`src/rtl/fp_normalize_round.sv`:
```
// rtl/fp_normalize_round.sv - iterative normalize and round-to-nearest-even stage for FP add/sub
// One normalization shift per cycle, then a single rounding cycle into held output registers.
module fp_normalize_round #(
  parameter int MANTISSA_WIDTH = 23,
  parameter int EXP_WIDTH      = 8
) (
  input  logic                        clk,
  input  logic                        rst_n,
  input  logic                        in_valid,
  output logic                        in_ready,
  input  logic [MANTISSA_WIDTH+3:0]   sum,
  input  logic                        carry,
  input  logic                        sum_neg,
  input  logic                        sign_in,
  input  logic [EXP_WIDTH-1:0]        exp_in,
  output logic                        out_valid,
  input  logic                        out_ready,
  output logic                        out_sign,
  output logic [EXP_WIDTH-1:0]        out_exp,
  output logic [MANTISSA_WIDTH-1:0]   out_frac,
  output logic                        out_overflow,
  output logic                        out_zero
);

  localparam int MW   = MANTISSA_WIDTH;
  localparam int MAGW = MANTISSA_WIDTH + 5;
  localparam int EW1  = EXP_WIDTH + 1;

  typedef enum logic [1:0] {IDLE, NORM, ROUND, DONE} state_t;

  state_t state_q, state_d;

  logic [MAGW-1:0] mag_q;
  logic [EW1-1:0]  e_q;
  logic            sgn_q;
  logic            zero_q;

  logic [MAGW-1:0] raw_in, mag_in;
  logic            mag_is_zero, mag_ovf, mag_hid, e_gt1;
  logic            rnd_lsb, rnd_g, rnd_rs, rnd_inc;
  logic [MW+1:0]   f_raw;
  logic [MW:0]     f_norm;
  logic [EW1-1:0]  e_rnd;
  logic            ovf_rnd;
  logic [EXP_WIDTH-1:0] exp_field;

  assign raw_in = {carry, sum};
  assign mag_in = sum_neg ? (~raw_in + MAGW'(1)) : raw_in;

  assign mag_is_zero = (mag_q == '0);
  assign mag_ovf     = mag_q[MAGW-1];
  assign mag_hid     = mag_q[MW+3];
  assign e_gt1       = (e_q > EW1'(1));

  // Round to nearest, ties to even; a carry out of the hidden bit renormalizes by one.
  assign rnd_lsb   = mag_q[3];
  assign rnd_g     = mag_q[2];
  assign rnd_rs    = mag_q[1] | mag_q[0];
  assign rnd_inc   = rnd_g & (rnd_rs | rnd_lsb);
  assign f_raw     = {1'b0, mag_q[MW+3:3]} + (MW+2)'(rnd_inc);
  assign f_norm    = f_raw[MW+1] ? f_raw[MW+1:1] : f_raw[MW:0];
  assign e_rnd     = e_q + EW1'(f_raw[MW+1]);
  assign ovf_rnd   = (e_rnd >= {1'b0, {EXP_WIDTH{1'b1}}});
  // Without a hidden bit the value is denormal; if rounding produced the hidden bit, e is already 1.
  assign exp_field = f_norm[MW] ? e_rnd[EXP_WIDTH-1:0] : '0;

  assign in_ready  = (state_q == IDLE);
  assign out_valid = (state_q == DONE);

  always_comb begin
    state_d = state_q;
    case (state_q)
      IDLE:  if (in_valid) state_d = NORM;
      NORM: begin
        if (mag_is_zero)            state_d = ROUND;
        else if (mag_ovf)           state_d = NORM;
        else if (!mag_hid && e_gt1) state_d = NORM;
        else                        state_d = ROUND;
      end
      ROUND: state_d = DONE;
      DONE:  if (out_ready) state_d = IDLE;
      default: state_d = IDLE;
    endcase
  end

  always_ff @(posedge clk or negedge rst_n) begin
    if (!rst_n) begin
      state_q      <= IDLE;
      mag_q        <= '0;
      e_q          <= '0;
      sgn_q        <= 1'b0;
      zero_q       <= 1'b0;
      out_sign     <= 1'b0;
      out_exp      <= '0;
      out_frac     <= '0;
      out_overflow <= 1'b0;
      out_zero     <= 1'b0;
    end else begin
      state_q <= state_d;
      case (state_q)
        IDLE: if (in_valid) begin
          mag_q  <= mag_in;
          sgn_q  <= sign_in ^ sum_neg;
          e_q    <= (exp_in == '0) ? EW1'(1) : {1'b0, exp_in};
          zero_q <= 1'b0;
        end
        NORM: begin
          if (mag_is_zero) begin
            zero_q <= 1'b1;
          end else if (mag_ovf) begin
            mag_q <= {1'b0, mag_q[MAGW-1:2], mag_q[1] | mag_q[0]};
            e_q   <= e_q + EW1'(1);
          end else if (!mag_hid && e_gt1) begin
            mag_q <= mag_q << 1;
            e_q   <= e_q - EW1'(1);
          end
        end
        ROUND: begin
          if (zero_q) begin
            out_sign     <= 1'b0;
            out_exp      <= '0;
            out_frac     <= '0;
            out_overflow <= 1'b0;
            out_zero     <= 1'b1;
          end else if (ovf_rnd) begin
            out_sign     <= sgn_q;
            out_exp      <= '1;
            out_frac     <= '0;
            out_overflow <= 1'b1;
            out_zero     <= 1'b0;
          end else begin
            out_sign     <= sgn_q;
            out_exp      <= exp_field;
            out_frac     <= f_norm[MW-1:0];
            out_overflow <= 1'b0;
            out_zero     <= 1'b0;
          end
        end
        default: ;
      endcase
    end
  end

endmodule

```
`config.mk`:
```
export PLATFORM = sky130hd
export DESIGN_NAME = fp_normalize_round
export DESIGN_NICKNAME = d
export VERILOG_FILES = /design/src/rtl/fp_normalize_round.sv
export SDC_FILE = /design/constraint.sdc
export NUM_CORES = 1
export LEC_CHECK = 0
export ABC_AREA = 1
export CORE_MARGIN = 4
export CORE_UTILIZATION = 55
export DETAILED_ROUTE_END_ITERATION = 12
export PLACE_DENSITY = 0.84
export SYNTH_ARGS = -nofsm -noshare
export SYNTH_HDL_FRONTEND = slang
export SYNTH_SLANG_ARGS = --single-unit
```
`constraint.sdc`:
```
create_clock -name clk -period 3.4 [get_ports clk]
set_input_delay 0.68 -clock clk [delete_from_list [all_inputs] [get_ports clk]]
set_output_delay 0.68 -clock clk [all_outputs]
set_load 0.02 [all_outputs]
```
==> impl_metrics.yaml, run 1 <==
floorplan:
  core_region_area_um2: 10400
  start_util_pct: 56.7
  ios: 78
  fp-row-count: 37
  dieArea_um2: 12500
  fp.dieH_um: 112
  fp.dieW_um: 112
drt:
  wl_per_cell_um: 14.6
  ant_nets: 0
  drt_iter0_markers: 796
  dr_total_vias: 6181
  drc_errors: 0
  viasPerCell: 5.57
  finalWirelength_mm: 16.2
  firstDrtPassIters: 7
yosys:
  synthCells: 900
  ys_ff_latch: 75
  syn_area_um2: 5910
  avgSynthCellArea_um2: 6.57
  synth_cell_types: 43
  synth.yosys.seq_area_share_pct: 31.8
  syn-num-nets: 949
  synth_warnings: 0
global_route:
  grt_pass1_wl_mm: 26.8
  grt.overflow.total: 0
  grt.total_usage_pct: 26.0
  grt_pass1_vias: 5476
  grt_max_degree: 76
  antenna_found_initial: 0
placement:
  place_worst_setup_slack_ns: 0.115
  post-dp-hpwl_mm: 12.0
  place_area_um2: 6740
  port_buffers: 77
  gp_congestion: 0.929
job:
  cap_violations: 0
cts:
  cts_sinks: 75
  cts_made_buffers: 9
  cts_root_buf: "clkbuf_8"
  htreeDepth: 3
  cts_tree: "yes"
  clkTransAtPathRegs_ns: 0.08
  ctsHoldBuffers: 0
  clockBufferDepth: 2
  clk_latency_ns: 0.36
power_and_ir_drop:
  irDropWorstVdd_mv: 0.510
  cellPowerDensity_nw_per_um2: 845
  leakage_nw: 3.30
  finalPower_mw: 5.92
cells_and_area:
  nets: 1018
  drive_gt1_share_pct: 10.9
  final_cell_area_um2: 7000
  diodes: 0
  syn_to_final_growth_pct: 18.5
sta:
  slew_violations: 0
  fin_setup_tns_ns: 0
  hold_viol: 0
  slew_headroom_pct: 37.0
  period_needed_ns: 3.23
  max_freq_mhz: 310
  holdWs_ns: 0.458
  setup_viol: 0
  worst_slack_ns: 0.175
  tightest_slew_ns: 0.945
  fin_crit_sh_pct: 94.9
  finClkSkew_ns: 0.0150
outcome:
  outcome: "completed"
setup_path:
  arrival_ns: 3.49
  path_class: "flop to flop"
  required_ns: 3.66
  cp-start-kind: "flop"
  rrSetupSlack_ns: 0.17
  crit_path_max_fanout: 4
  worstSetupEndpointType: "flop"
min_path:
  hold_path.class: "primary input to async pin"
[state kept, by name, indices dropped and copies added (netlist names), named ones only]
register      flops
zero_q            1
mag_q            28
sgn_q             1
out_exp           8
state_q           1
out_overflow      1
out_zero          1
out_sign          1
e_q               9
out_frac         23
[Yosys cell counts (all sizes together)]
library cell / n / area, µm²
o221ai: 2 / 17.5
a31oi: 2 / 12.5
dfrtp: 75 / 1880
nand4: 20 / 146
xnor2: 4 / 35.0
nand2: 298 / 1140
nand3b: 3 / 22.5
ha: 7 / 87.6
or2: 3 / 18.8
nor3: 15 / 97.6
clkinv: 1 / 3.75
a21oi: 25 / 129
nor4: 2 / 12.5
a22oi: 5 / 37.5
nand3: 99 / 548
buf: 30 / 195
o211ai: 3 / 22.5
o31ai: 2 / 15.0
nor2: 117 / 524
inv: 78 / 293
o22ai: 6 / 37.5
o2111ai: 1 / 8.76
o21bai: 2 / 15.0
xor2: 20 / 183
clkbuf: 7 / 26.3
o21ai: 73 / 403
[area by class of cell]
| type | count | area, µm² |
|---|---|---|
| Inverter | 79 | 297 |
| Multi-Input combinational cell | 709 | 3570 |
| Timing Repair Buffer | 95 | 903 |
| Clock inverter | 2 | 35.0 |
| Fill cell | 914 | 3410 |
| Sequential cell | 75 | 1880 |
| Tap cell | 136 | 170 |
| Clock buffer | 14 | 153 |
[stage by stage]
stage | util (%) | cells
after floorplan | - | 900
after global placement | 64.7 | 1091
after detailed placement | 64.7 | 1091
after CTS | 66.5 | 1107
after global routing | 67.2 | 1110
final | 67.2 | 1110
[where the power goes]
part	leakage (nW)	internal [mW]	switching (mW)	total (mW)
Combinational	2.26	1.26	2.19	3.44
Clock	0.0947	0.360	0.332	0.692
Sequential	0.945	1.29	0.490	1.78
Total	3.30	2.91	3.01	5.92
[worst paths after layout]
| check | cells after the start | startpoint | endpoint |
|---|---|---|---|
| min in group clk | 2 | out_frac[22] | out_frac[22] |
| setup / recovery | 18 | mag_q[3] | out_frac[19] |
| max in group asynchronous | 1 | rst_n | out_frac[16] |
| hold / removal | 1 | rst_n | e_q[3] |
| setup reg to reg | 18 | mag_q[3] | out_frac[19] |
| hold reg to reg | 2 | out_frac[22] | out_frac[22] |
[cells in the final DEF (no fill, tap or decap), types with 4 or more instances in the layout]
cell | netlist | routed
clkbuf_8 | 0 | 10
o21ai_0 | 52 | 52
o22ai_1 | 6 | 6
nor3_1 | 13 | 13
ha_1 | 7 | 6
clkdlybuf4s50_1 | 0 | 76
o21ai_1 | 11 | 11
a22oi_1 | 5 | 5
nand4_1 | 18 | 18
a21oi_1 | 24 | 24
nand2_2 | 6 | 7
nand2_1 | 291 | 290
xnor2_1 | 4 | 4
nand3_2 | 8 | 9
nor2_4 | 7 | 10
o21ai_2 | 10 | 10
xor2_1 | 19 | 17
buf_4 | 4 | 19
clkbuf_1 | 7 | 4
inv_2 | 14 | 14
nor2_1 | 97 | 97
inv_1 | 64 | 64
nand3_1 | 90 | 88
dfrtp_1 | 75 | 75
nor2_2 | 13 | 10
[cells by family (layout without fill, tap and decap cells)]
kind of cell	count (synthesis)	after routing	share of synthesized area, %
buffers and inverters	116	190	8.77
DFF	75	75	31.8
adders and majority gates	7	7	1.48
AOI/OAI and AO/OA	121	121	11.8
and+or+nand+nor	557	557	42.5
xor gates and xnor gates	24	24	3.68
[critical path, cell delays in order (launching register included)]
cell	delay, ns
dfrtp_1	0.41
nand2_1	0.09
inv_1	0.07
ha_1	0.18
nand2_1	0.12
nor2_4	0.13
nand3_1	0.12
nor2_4	0.16
nand3_2	0.12
nor2_4	0.15
ha_2	0.21
ha_1	0.20
nand3_2	0.13
nor2_4	0.17
nand3_1	0.12
xor2_2	0.25
buf_4	0.16
nand4_1	0.13
o21ai_0	0.22
[layer usage]
layer  track usage, %  up-vias  part of all wire [%]
met5                0        -                     0
met1             38.2     2778                    46
met2             38.4      286                    43
met4             9.89        0                   2.6
li1                 -     3082                     -
met3             4.29       35                   7.9
[repair_timing]
action                                  4_1_cts  5_1_grt
endpoints found under the setup margin        0       32
buffers inserted                              0        3
resized for setup                             0       10
Power figures use the tool's default switching activity.
==> run 2, diff against run 1 <==
Settings changed: GPL_ROUTABILITY_DRIVEN set to 0.
==> run 2 against run 1 <==
  * Sequential cell count unchanged
  * Sequential power hardly changed
  * Cell count decreased by 0.18%
  * Count of clock-buffer cells in the layout down 4
  * Largest cell class unchanged
==> impl_metrics.yaml, run 2 (synthesis gave the netlist of run 1 again) <==
sta:
  fin_crit_sh_pct: 94.5
  holdWs_ns: 0.441
  finClkSkew_ns: 0.0206
  slew_violations: 0
  period_needed_ns: 3.21
  slew_headroom_pct: 37.1
  hold_viol: 0
  setup_viol: 0
  fin_setup_tns_ns: 0
  tightest_slew_ns: 0.943
  worst_slack_ns: 0.188
  max_freq_mhz: 311
job:
  cap_violations: 0
cts:
  cts_tree: "yes"
  cts_root_buf: "clkbuf_8"
  cts_made_buffers: 9
  post_cts_buffers: 0
  clk_latency_ns: 0.37
  clkTransAtPathRegs_ns: 0.10
  htreeDepth: 3
  cts_sinks: 75
  ctsHoldBuffers: 0
  clockBufferDepth: 2
setup_path:
  crit_chain: "nand2_1, inv_1, ha_1, nand2_1, nor2_4, nand3_1, nor2_4, nand3_2, nor2_2, ha_1, ha_1, nand3_1, nor2_2, nand3_1, xor2_2, nand3_4, buf_4, o21ai_0"
  slowest_stage: "dfrtp_1"
  worstSetupEndpointType: "flop"
  crit_path_max_fanout: 8
  required_ns: 3.68
  slowest_delay_ns: 0.39
  arrival_ns: 3.49
  cp-start-kind: "flop"
  path_class: "flop to flop"
  rrSetupSlack_ns: 0.19
cells_and_area:
  mostFrequentLayoutCells: "nand2_1, nor2_1, nand3_1"
  syn_to_final_growth_pct: 17.6
  drive_gt1_share_pct: 10.6
  diodes: 0
  reg_top3: "mag_q x28, out_frac x23, e_q x9"
  nets: 1016
  final_common_cell: "nand2_1"
  regMostFlops: "mag_q"
  final_cell_area_um2: 6950
  largest_reg_flops: 28
floorplan:
  core_region_area_um2: 10400
  ios: 78
  fp.dieW_um: 112
  dieArea_um2: 12500
  fp.dieH_um: 112
  start_util_pct: 56.7
  fp-row-count: 37
power_and_ir_drop:
  leakage_nw: 3.29
  p_int_mw: 2.83
  cellPowerDensity_nw_per_um2: 844
  seqPwrFrac_pct: 29.8
  combPwrFrac_pct: 58.8
  swShare_pct: 51.7
  irDropWorstVdd_mv: 0.357
  switchingPower_mw: 3.03
  p_clk_share_pct: 11.4
  finalPower_mw: 5.87
global_route:
  grt_pass1_wl_mm: 26.5
  grt_pass1_vias: 5442
  grt_max_degree: 76
  antenna_found_initial: 0
  grt.overflow.total: 0
  grt.total_usage_pct: 25.4
drt:
  wl_per_cell_um: 14.3
  firstDrtPassIters: 5
  drc_errors: 0
  finalWirelength_mm: 15.8
  dr_total_vias: 6120
  viasPerCell: 5.52
  ant_nets: 0
  drt_iter0_markers: 624
placement:
  place_area_um2: 6750
  place_worst_setup_slack_ns: 0.0814
  port_buffers: 77
  post-dp-hpwl_mm: 11.9
outcome:
  outcome: "completed"
min_path:
  hold_path.class: "primary input to async pin"
==> run 2: cell count changes in the layout (fill, tap and decap cells not counted), sizes merged <==
cell	delta
clkbuf	-4
buf	-2
clkinv	+2
inv	+2
bufinv	-1
clkinvlp	+1
==> run 2: timing repair <==
| action | CTS | global route |
|---|---|---|
| setup endpoints to repair | 0 | 18 |
| gates resized for setup | 0 | 3 |
| endpoints found under the hold margin | 0 | 0 |
==> run 2: final timing paths <==
| path | start | end | cells after the start |
|---|---|---|---|
| worst max register to register | mag_q[3] | out_frac[10] | 18 |
| max in group asynchronous | rst_n | mag_q[26] | 1 |
| worst min register to register | out_frac[20] | out_frac[20] | 2 |
| worst min-delay path | rst_n | e_q[3] | 1 |
| min in group clk | out_frac[20] | out_frac[20] | 2 |
| worst max-delay path | mag_q[3] | out_frac[10] | 18 |
==> run 2: layer usage <==
metal | global-route usage (%) | vias to the layer above | wire, µm
li1 | - | 3076 | -
met1 | 37.8 | 2718 | 7330
met2 | 38.3 | 303 | 6880
met3 | 4.40 | 23 | 1340
met4 | 6.73 | 0 | 296
met5 | 0 | - | 0
==> run 2: area by class of cell <==
type                    count  area, µm²
fillers                   936       3460
clock buffers              10        138
flip-flops and latches     75       1880
clock inverters             6       47.5
repair buffers             93        888
multi-input cells         709       3530
inverters                  79        297
well taps                 136        170
==> run 2: worst max-delay path: cells and delay by family (launching register included) <==
kind | cells | cell delay [ns]
compound gates | 1 | 0.16
flops | 1 | 0.39
xor+xnor | 1 | 0.25
simple gates | 11 | 1.47
buf+inv | 2 | 0.27
fa+ha+maj | 3 | 0.57
==> run 2: through the flow <==
stage               util (%)  cells
global route            66.7   1108
finish                  66.7   1108
detailed placement      64.8   1092
global placement        64.8   1092
CTS                     66.5   1108
floorplan                  -    900
==> run 2: power groups by stage <==
stage,registers (mW),clock network (mW),logic [mW]
finish,1.75,0.670,3.45
global route,1.80,0.705,3.82
global placement,1.72,0,3.33
floorplan,1.78,0,2.34
detailed placement,1.74,0,3.40
CTS,1.73,0.666,3.41
==> run 3, diff against run 2 <==
Settings changed: CORE_ASPECT_RATIO set to 0.5, SLEW_MARGIN set to 20.
==> run 3 against run 2 <==
  * Clock power grew 52%
  * Combinational power is essentially flat
  * Highest routed layer unchanged
  * Wire length grew 7.5%
  * Sequential cell count is the same
  * Clock skew shrank 0.015 ns
  * Die area grew 0.81%
  * Worst setup slack gained 0.033 ns
  * Largest power group unchanged
  * Maximum frequency grew 1.0%
  * Register-to-register slack gained 0.03 ns
  * Total power grew 7.5%
  * Sequential power grew 5%
  * Largest cell class unchanged
==> impl_metrics.yaml, run 3 (synthesis gave the netlist of run 1 again) <==
outcome:
  outcome: "completed"
setup_path:
  required_ns: 3.68
  arrival_ns: 3.46
  path_class: "flop to flop"
  cp-start-kind: "flop"
  ff2ff_path_depth: 19
  worstSetupEndpointType: "flop"
  crit_path_max_fanout: 7
cts:
  cts_tree: "yes"
  htreeDepth: 3
  clockBufferDepth: 2
  cts_made_buffers: 9
  cts_sinks: 75
  clkTransAtPathRegs_ns: 0.06
  clk_latency_ns: 0.34
  cts_root_buf: "clkbuf_16"
drt:
  finalWirelength_mm: 17.0
  drc_errors: 0
  firstDrtPassIters: 7
  dr_total_vias: 6315
  ant_nets: 0
  wl_per_cell_um: 15.3
  viasPerCell: 5.68
  drt_iter0_markers: 793
sta:
  tightest_slew_ns: 0.943
  fin_crit_sh_pct: 93.5
  slew_violations: 0
  worst_slack_ns: 0.221
  slew_headroom_pct: 37.1
  finClkSkew_ns: 0.00525
  setup_viol: 0
  period_needed_ns: 3.18
  hold_viol: 0
  max_freq_mhz: 315
cells_and_area:
  reg_top3: "mag_q x28, out_frac x23, e_q x9"
  drive_gt1_share_pct: 10.7
  mostFrequentLayoutCells: "nand2_1, nor2_1, nand3_1"
  diodes: 0
  regMostFlops: "mag_q"
  nets: 1015
  final_common_cell: "nand2_1"
  syn_to_final_growth_pct: 20.1
  largest_reg_flops: 28
floorplan:
  fp.dieH_um: 81.3
  start_util_pct: 57.1
  core_region_area_um2: 10300
  fp-row-count: 26
  dieArea_um2: 12600
  fp.dieW_um: 155
  ios: 78
power_and_ir_drop:
  irDropWorstVdd_mv: 0.484
  cellPowerDensity_nw_per_um2: 888
  finalPower_mw: 6.30
  leakage_nw: 3.34
placement:
  place_worst_setup_slack_ns: 0.130
  port_buffers: 77
  post-dp-hpwl_mm: 12.8
global_route:
  grt.total_usage_pct: 28.1
  grt_max_degree: 76
  grt_pass1_wl_mm: 28.3
  grt_pass1_vias: 5745
  antenna_found_initial: 0
  grt.overflow.total: 0
job:
  cap_violations: 0
min_path:
  hold_path.class: "primary input to async pin"
-- run 3: changes by cell type in the layout (fill, tap and decap cells not counted), moves of 2 or more --
cell | previous run | this run
ha_2 | 0 | 2
ha_1 | 7 | 5
inv_6 | 2 | 0
clkbuf_16 | 0 | 9
bufinv_16 | 0 | 2
clkbuf_8 | 10 | 0
-- run 3: layout make-up --
cell class              count  area (µm²)
repair buffers             92         881
flip-flops and latches     75        1880
clock inverters             6        90.1
clock buffers              10         229
inverters                  79         297
well taps                 140         175
fillers                   860        3250
multi-input cells         709        3550
-- run 3: where the power goes --
part           total [mW]  internal [mW]  switching [mW]
Sequential           1.83           1.29           0.538
Combinational        3.45           1.24            2.21
Clock                1.02          0.643           0.377
-- run 3: final timing paths --
kind,from,to,slack (ns)
worst max-delay path,mag_q[2],out_frac[6],0.22
worst min-delay path,rst_n,mag_q[1],0.47
worst max register to register,mag_q[2],out_frac[6],0.22
worst min register to register,out_frac[20],out_frac[20],0.48
max in group asynchronous,rst_n,e_q[6],2.31
min in group clk,out_frac[20],out_frac[20],0.48
-- run 3: what timing repair did --
action,4_1_cts,5_1_grt
setup endpoints to repair,0,32
resized for setup,0,7
hold buffers,0,0
buffers inserted,0,6
-- run 3: per-layer routing --
layer / share of wire (%) / track usage (%) / up-vias
met3: 12 / 6.65 / 26
met4: 1.2 / 7.40 / 0
li1: - / - / 3067
met5: 0 / 0 / -
met1: 46 / 41.4 / 2834
met2: 40 / 41.3 / 388
-- run 3: worst max-delay path, cell delays in order, from the launching register on --
cell	delay (ns)
dfrtp_1	0.37
nand2_1	0.08
inv_1	0.07
ha_1	0.19
nand2_1	0.11
nor2_4	0.15
nand3_2	0.11
nor2_4	0.14
nand3_2	0.11
nor2_4	0.13
ha_2	0.20
ha_2	0.19
nand3_1	0.13
nor2_2	0.17
nand3_1	0.14
xor2_2	0.27
nand3_4	0.17
nor2_4	0.23
nand2_1	0.09
nand2_1	0.07
-- run 3: stage by stage --
| step | instances | cell area (µm²) | TNS [ns] | util (%) | hold WS, ns |
|---|---|---|---|---|---|
| 2_1_floorplan | 900 | 5910 | 0 | - | 0.384 |
| 3_3_place_gp | 1089 | 6700 | 0 | 64.8 | 0.465 |
| 3_5_place_dp | 1089 | 6700 | 0 | 64.8 | 0.467 |
| 4_1_cts | 1105 | 7020 | 0 | 67.8 | 0.483 |
| 5_1_grt | 1111 | 7100 | -0.429 | 68.6 | 0.505 |
| 6_report | 1111 | 7100 | 0 | 68.6 | 0.474 |
